### src/rtl/birthday_seq_pkg.sv
// Shared types and default sizing for the birthday digit sequencer.
package birthday_seq_pkg;

  localparam int unsigned DEF_IDX_W   = 3;
  localparam int unsigned DEF_DIGITS  = 8;
  localparam int unsigned DEF_DWELL_W = 4;

  typedef enum logic [1:0] {
    ST_IDLE   = 2'd0,
    ST_SHOW   = 2'd1,
    ST_FINISH = 2'd2
  } seq_state_e;

endpackage

### src/rtl/birthday_seq_ctrl_if.sv
// Control/ROM-side bundle for birthday_seq_ctrl; master drives commands and ROM data.
interface birthday_seq_ctrl_if
  import birthday_seq_pkg::*;
#(
  parameter int unsigned IDX_W   = DEF_IDX_W,
  parameter int unsigned DWELL_W = DEF_DWELL_W
);

  logic               start;
  logic               stop;
  logic               loop_en;
  logic [DWELL_W-1:0] dwell;
  logic [3:0]         digit_in;
  logic [IDX_W-1:0]   idx;
  logic               idx_valid;
  logic [3:0]         digit_out;
  logic               digit_strobe;
  logic               busy;
  logic               done;

  modport master (
    output start, stop, loop_en, dwell, digit_in,
    input  idx, idx_valid, digit_out, digit_strobe, busy, done
  );

  modport slave (
    input  start, stop, loop_en, dwell, digit_in,
    output idx, idx_valid, digit_out, digit_strobe, busy, done
  );

endinterface

### src/rtl/seq_dwell_timer.sv
// Per-digit dwell counter: counts up while enabled, flags the limit and the first cycle.
module seq_dwell_timer
  import birthday_seq_pkg::*;
#(
  parameter int unsigned W = DEF_DWELL_W
) (
  input  logic         clk,
  input  logic         rst_n,
  input  logic         i_clr,
  input  logic         i_en,
  input  logic [W-1:0] i_limit,
  output logic         o_expire,
  output logic         o_zero
);

  logic [W-1:0] r_cnt;

  always_ff @(posedge clk or negedge rst_n) begin
    if (!rst_n) begin
      r_cnt <= '0;
    end else if (i_clr) begin
      r_cnt <= '0;
    end else if (i_en) begin
      r_cnt <= r_cnt + 1'b1;
    end
  end

  assign o_expire = (r_cnt == i_limit);
  assign o_zero   = (r_cnt == '0);

endmodule

### src/rtl/birthday_seq_ctrl.sv
// Steps the digit ROM index with a programmable dwell, capturing and strobing each digit.
module birthday_seq_ctrl
  import birthday_seq_pkg::*;
#(
  parameter int unsigned IDX_W   = DEF_IDX_W,
  parameter int unsigned DIGITS  = DEF_DIGITS,
  parameter int unsigned DWELL_W = DEF_DWELL_W
) (
  input  logic                CLK,
  input  logic                rst_n,
  birthday_seq_ctrl_if.slave  bus
);

  localparam logic [IDX_W-1:0] LAST_IDX = IDX_W'(DIGITS - 1);

  seq_state_e         r_state, w_state_nxt;
  logic [IDX_W-1:0]   r_idx, w_idx_nxt;
  logic               r_idx_valid, w_idx_valid_nxt;
  logic [3:0]         r_digit, w_digit_nxt;
  logic               r_strobe, w_strobe_nxt;
  logic               r_busy, w_busy_nxt;
  logic               r_done, w_done_nxt;
  logic [DWELL_W-1:0] r_dwell_q, w_dwell_nxt;
  logic               r_loop_q, w_loop_nxt;
  logic               w_t_clr, w_t_en, w_expire, w_zero;

  seq_dwell_timer #(.W(DWELL_W)) u_timer (
    .clk      (CLK),
    .rst_n    (rst_n),
    .i_clr    (w_t_clr),
    .i_en     (w_t_en),
    .i_limit  (r_dwell_q),
    .o_expire (w_expire),
    .o_zero   (w_zero)
  );

  always_comb begin
    w_state_nxt     = r_state;
    w_idx_nxt       = r_idx;
    w_idx_valid_nxt = r_idx_valid;
    w_digit_nxt     = r_digit;
    w_strobe_nxt    = 1'b0;
    w_busy_nxt      = r_busy;
    w_done_nxt      = 1'b0;
    w_dwell_nxt     = r_dwell_q;
    w_loop_nxt      = r_loop_q;
    w_t_clr         = 1'b0;
    w_t_en          = 1'b0;

    unique case (r_state)
      ST_IDLE: begin
        if (bus.start) begin
          w_dwell_nxt     = bus.dwell;
          w_loop_nxt      = bus.loop_en;
          w_idx_nxt       = '0;
          w_idx_valid_nxt = 1'b1;
          w_busy_nxt      = 1'b1;
          w_t_clr         = 1'b1;
          w_state_nxt     = ST_SHOW;
        end
      end

      ST_SHOW: begin
        if (bus.stop) begin
          w_idx_nxt       = '0;
          w_idx_valid_nxt = 1'b0;
          w_busy_nxt      = 1'b0;
          w_t_clr         = 1'b1;
          w_state_nxt     = ST_IDLE;
        end else begin
          // Capture and advance can share an edge when the dwell is a single cycle.
          if (w_zero) begin
            w_digit_nxt  = bus.digit_in;
            w_strobe_nxt = 1'b1;
          end
          if (w_expire) begin
            w_t_clr = 1'b1;
            if (r_idx != LAST_IDX) begin
              w_idx_nxt = r_idx + 1'b1;
            end else if (r_loop_q) begin
              w_idx_nxt = '0;
            end else begin
              w_idx_nxt       = '0;
              w_idx_valid_nxt = 1'b0;
              w_busy_nxt      = 1'b0;
              w_done_nxt      = 1'b1;
              w_state_nxt     = ST_FINISH;
            end
          end else begin
            w_t_en = 1'b1;
          end
        end
      end

      ST_FINISH: begin
        w_idx_nxt       = '0;
        w_idx_valid_nxt = 1'b0;
        w_busy_nxt      = 1'b0;
        w_state_nxt     = ST_IDLE;
      end

      default: begin
        w_idx_nxt       = '0;
        w_idx_valid_nxt = 1'b0;
        w_busy_nxt      = 1'b0;
        w_state_nxt     = ST_IDLE;
      end
    endcase
  end

  always_ff @(posedge CLK or negedge rst_n) begin
    if (!rst_n) begin
      r_state     <= ST_IDLE;
      r_idx       <= '0;
      r_idx_valid <= 1'b0;
      r_digit     <= '0;
      r_strobe    <= 1'b0;
      r_busy      <= 1'b0;
      r_done      <= 1'b0;
      r_dwell_q   <= '0;
      r_loop_q    <= 1'b0;
    end else begin
      r_state     <= w_state_nxt;
      r_idx       <= w_idx_nxt;
      r_idx_valid <= w_idx_valid_nxt;
      r_digit     <= w_digit_nxt;
      r_strobe    <= w_strobe_nxt;
      r_busy      <= w_busy_nxt;
      r_done      <= w_done_nxt;
      r_dwell_q   <= w_dwell_nxt;
      r_loop_q    <= w_loop_nxt;
    end
  end

  assign bus.idx          = r_idx;
  assign bus.idx_valid    = r_idx_valid;
  assign bus.digit_out    = r_digit;
  assign bus.digit_strobe = r_strobe;
  assign bus.busy         = r_busy;
  assign bus.done         = r_done;

endmodule

### src/flat_wrapper.sv
// flat-port wrapper written by rule: the top's interface ports become plain ports
module birthday_seq_ctrl_flat import birthday_seq_pkg::*;
#(
  parameter int unsigned IDX_W   = DEF_IDX_W,
  parameter int unsigned DIGITS  = DEF_DIGITS,
  parameter int unsigned DWELL_W = DEF_DWELL_W
)
  (CLK, rst_n, bus_start, bus_stop, bus_loop_en, bus_dwell, bus_digit_in, bus_idx, bus_idx_valid, bus_digit_out, bus_digit_strobe, bus_busy, bus_done);
  birthday_seq_ctrl_if #(.IDX_W(IDX_W), .DWELL_W(DWELL_W)) bus_i ();
  input  logic CLK;
  input  logic rst_n;
  input wire logic [$bits(bus_i.start)-1:0] bus_start;
  input wire logic [$bits(bus_i.stop)-1:0] bus_stop;
  input wire logic [$bits(bus_i.loop_en)-1:0] bus_loop_en;
  input wire logic [$bits(bus_i.dwell)-1:0] bus_dwell;
  input wire logic [$bits(bus_i.digit_in)-1:0] bus_digit_in;
  output wire logic [$bits(bus_i.idx)-1:0] bus_idx;
  output wire logic [$bits(bus_i.idx_valid)-1:0] bus_idx_valid;
  output wire logic [$bits(bus_i.digit_out)-1:0] bus_digit_out;
  output wire logic [$bits(bus_i.digit_strobe)-1:0] bus_digit_strobe;
  output wire logic [$bits(bus_i.busy)-1:0] bus_busy;
  output wire logic [$bits(bus_i.done)-1:0] bus_done;
  assign bus_i.start = bus_start;
  assign bus_i.stop = bus_stop;
  assign bus_i.loop_en = bus_loop_en;
  assign bus_i.dwell = bus_dwell;
  assign bus_i.digit_in = bus_digit_in;
  assign bus_idx = bus_i.idx;
  assign bus_idx_valid = bus_i.idx_valid;
  assign bus_digit_out = bus_i.digit_out;
  assign bus_digit_strobe = bus_i.digit_strobe;
  assign bus_busy = bus_i.busy;
  assign bus_done = bus_i.done;
  birthday_seq_ctrl #(.IDX_W(IDX_W), .DIGITS(DIGITS), .DWELL_W(DWELL_W)) u_core (.CLK(CLK), .rst_n(rst_n), .bus(bus_i));
endmodule
### config.mk
export PLATFORM = sky130hd
export DESIGN_NAME = birthday_seq_ctrl_flat
export DESIGN_NICKNAME = d
export VERILOG_FILES = /design/src/rtl/birthday_seq_pkg.sv /design/src/rtl/birthday_seq_ctrl_if.sv /design/src/rtl/seq_dwell_timer.sv /design/src/rtl/birthday_seq_ctrl.sv /design/src/flat_wrapper.sv
export SDC_FILE = /design/constraint.sdc
export NUM_CORES = 1
export LEC_CHECK = 0
export CAP_MARGIN = 0
export CORE_ASPECT_RATIO = 0.8
export CORE_MARGIN = 2
export CORE_UTILIZATION = 51
export CTS_CLUSTER_SIZE = 10
export DETAILED_ROUTE_END_ITERATION = 7
export PLACE_DENSITY = 0.82
export SYNTH_ARGS = -nofsm -noshare
export SYNTH_HDL_FRONTEND = slang
export SYNTH_SLANG_ARGS = --single-unit
### constraint.sdc
create_clock -name CLK -period 2.5 [get_ports CLK]
set_input_delay 0.75 -clock CLK [delete_from_list [all_inputs] [get_ports CLK]]
set_output_delay 0.75 -clock CLK [all_outputs]
set_load 0.05 [all_outputs]
==> results.md <==
- Startpoint kind of the worst setup timing path: register
- Proportion of power drawn by flip-flops and latches: 43.6%
- Final-stage net count: 120
- Worst-path fanout max: 4
- Fraction of final layout cells sized beyond drive strength 1: around 16%
- Data required, critical path: 1.75 ns
- Clock buffers created by TritonCTS: 3
- Net count of the mapped netlist: 94
- CP top delay family: buffers and inverters
- Area of the die: 0.00231 mm2
- Via count of the first global-routing pass: 669
- Post-cts gate resize count: 0
- Clock Skews: ~0.0010 ns
- Total of buffers placed on input and output ports: 23
- Final WL: 1710 um
- Standard cell with the maximum stage delay on the critical path: sky130_fd_sc_hd__clkdlybuf4s50_1
- DIE WIDTH: 53.2 um
- Top Ports: 24
- RSZ-0062 raised after global routing: no
- Number of detailed-routing iterations run before antenna repair: 1
- Achievable clock frequency: 0.437 GHz
- Internal cell power: 0.000648 W
- First-iteration detailed-routing DRC count: 0
- Die outline height: 43.4 um
- Number of instances on the worst hold path: 1
- Clock transition time at the flip-flop clock pins of the worst setup and hold paths: 0.11 ns
- Startpoint of the worst hold path: u_core.r_loop_q$_DFFE_PN0P_
- Top cell type by total area after synthesis: sky130_fd_sc_hd__dfrtp_1
- Worst hold path endpoint: u_core.r_loop_q$_DFFE_PN0P_
- Final hold slack: a little over 0.5 ns
- Worst Reg-to-Reg Cells: 4
- Slew Limit Fails: 0
- Clock group share of total power: ~15%
- Kind of end point of the critical path: output pin
- Cells along the critical path: clkdlybuf4s50_1
- VDD IR-drop max: 547 uV
- Num Clock Sinks: 21
- Number of synthesized register bits: 21
- Max-cap violation count: 0
- Total Power Consumption: between 0.001 and 0.0015 W
- Status: finished clean
- Synth Instances: 77
- Drt wl/cell: 13.6 um
- Mean number of vias per cell: between 5 and 6
- Antenna diodes: 0
- Yosys cell types: 25
- GPL Wtd Cong: between 0.6 and 0.7
- Cells taking the most area after synthesis: sky130_fd_sc_hd__dfrtp_1, sky130_fd_sc_hd__mux2_2, sky130_fd_sc_hd__a22o_1, sky130_fd_sc_hd__ha_1, sky130_fd_sc_hd__xor2_1
- Clock buffer depth: 2
- Async S/R FF share, synth: between 90% and 100%
- Average cell area after synthesis: 12.8 um2
- Share of the clock period used by the worst path after layout: between 90% and 100%
- Final-report setup violation count: 0
- Origin of the critical flop-to-flop path: u_core.u_timer.r_cnt[3]$_DFFE_PN0P_
- Clock Tree Root: sky130_fd_sc_hd__clkbuf_4
- Post-synth top flop: sky130_fd_sc_hd__dfrtp_1
- Data arrival at the endpoint of the critical path: approximately 1.5 ns
- Final min period: 2.29 ns
- Clock tree from TritonCTS: yes
- Post-Syn Area: 988 um2
- Total of warnings raised by yosys: 0
- Number of routed nets with antenna violations: 0
- H-tree Lvls: 1
- Switching share of power: 38.4%
- Largest net degree at the start of global routing: 22
- Net Sw Power: 0.000403 W
- Worst r2r dst: u_core.bus.idx[1]$_DFFE_PN0P_
- Hold violation count in the final report: 0
- Hold buffer count at CTS: 0
- First-pass GRT wire length: 2930 um
- Core footprint: 0.00186 mm2
- Relative area change from synthesis to final layout: 28.2%
- Starting Density: between 50% and 60%
- Post-CTS repair timing setup buffer count: 0
- Portion of total power attributed to combinational logic: 41.0%
- Standard-cell row count: 14
- Total overflow reported by the global router: 0
- Sum of negative setup slack: 0 ns
- Slew HR: 65.8%
- Type of the tightest min-delay check: reg -> reg
- Initial antenna violation count: 0
- Worst-Skew Late Latency: about 0.3 ns
- HPWL after detailed placement: between 1000 and 1500 um
- Sequential element share of the synthesized area: 53.2%
- Largest stage delay on the critical path: 0.83 ns
- Via total after detailed routing: 656
- Total routing usage reported by global routing: 18.3%
- Critical path buffer and inverter count: 1
- Share of the synthesized area in the top cell type: 53.2%
- Leak: 0.598 nW
- Post-synth EDFFs: 0
- Number of DRC violations after detailed routing: 0
- Power per Cell Area: 829 mW/mm2
- Transition time at the pin with the least slew margin: approximately 0.5 ns
- Worst setup slack for register-to-register paths: 0.93 ns
- Class of the most critical setup path: reg -> out
power groups by stage:
stage	registers (W)	clock network (W)	logic (W)
after floorplan	0.000603	0	0.000158
after global placement	0.000463	0	0.000427
after detailed placement	0.000466	0	0.000435
after CTS	0.000459	0.000168	0.000436
after global routing	0.000469	0.000179	0.000458
final	0.000458	0.000161	0.000431
cell usage in the layout, fill, tap and decap left out, types with 3 or more instances in the layout:
cell type and instances:
sky130_fd_sc_hd__inv_1 4, sky130_fd_sc_hd__a22o_1 6, sky130_fd_sc_hd__and2b_1 3, sky130_fd_sc_hd__nor2_1 5, sky130_fd_sc_hd__mux2_2 10, sky130_fd_sc_hd__dfrtp_1 21
sky130_fd_sc_hd__clkdlybuf4s50_1 23, sky130_fd_sc_hd__xor2_1 4, sky130_fd_sc_hd__ha_1 4, sky130_fd_sc_hd__clkbuf_4 3
logic make-up after synthesis:
family | synth area share (%)
and+or+nand+nor | 11.4
adders and majority gates | 5.06
xor gates and xnor gates | 3.54
DFF | 53.2
buffers and inverters | 3.04
muxes | 12.4
AOI/OAI and AO/OA | 11.4
worst max-delay path by stage:
stage | startpoint | end | slack, ns | cells after the start
floorplan | u_core.bus.idx_valid$_DFFE_PN0P_ | bus_idx_valid | 0.83 | 1
global placement | bus_stop | u_core.bus.idx[1]$_DFFE_PN0P_ | 0.28 | 5
detailed placement | bus_stop | u_core.bus.idx[1]$_DFFE_PN0P_ | 0.26 | 5
CTS | u_core.bus.idx_valid$_DFFE_PN0P_ | bus_busy | 0.19 | 1
global route | u_core.bus.idx_valid$_DFFE_PN0P_ | bus_busy | 0.16 | 1
finish | u_core.bus.idx_valid$_DFFE_PN0P_ | bus_busy | 0.21 | 1
per-stage QoR:
step           utilization [%]  area [um2]  cells  setup WS (ns)
6_report                  68.3        1270    126          0.213
5_1_grt                   68.3        1270    126          0.158
4_1_cts                   68.3        1270    126          0.188
3_5_place_dp              66.8        1240    122          0.261
3_3_place_gp              66.8        1240    122          0.276
2_1_floorplan                -         988     77          0.833
layout make-up:
| cell class | count | area (um2) |
|---|---|---|
| Sequential cell | 21 | 526 |
| Fill cell | 150 | 589 |
| Inverter | 4 | 15.0 |
| Tap cell | 24 | 30.0 |
| Timing Repair Buffer | 24 | 238 |
| Multi-Input combinational cell | 49 | 433 |
| Clock buffer | 4 | 26.3 |
cells in the mapped netlist, types with 2 or more instances:
master	n
sky130_fd_sc_hd__a22o_1	6
sky130_fd_sc_hd__and2b_1	3
sky130_fd_sc_hd__clkbuf_1	2
sky130_fd_sc_hd__dfrtp_1	21
sky130_fd_sc_hd__ha_1	4
sky130_fd_sc_hd__inv_1	4
sky130_fd_sc_hd__mux2_2	10
sky130_fd_sc_hd__nor2_1	5
sky130_fd_sc_hd__nor3_1	2
sky130_fd_sc_hd__o21bai_1	2
sky130_fd_sc_hd__xor2_1	4
layer usage:
layer	part of all wire (%)	global-route usage, %	wire (um)
met1	46	23.3	789
met2	45	27.9	766
met3	6.2	3.10	106
met4	2.7	13.8	47
met5	0	0	0
flip-flops by register name, indices dropped and copies added, names as in the netlist:
name,count
u_core.bus.digit_out,4
u_core.r_dwell_q,4
u_core.u_timer.r_cnt,4
u_core.bus.idx,3
u_core.r_state,2
u_core.bus.digit_strobe,1
u_core.bus.done,1
u_core.bus.idx_valid,1
u_core.r_loop_q,1
Power figures use the tool's default switching activity.
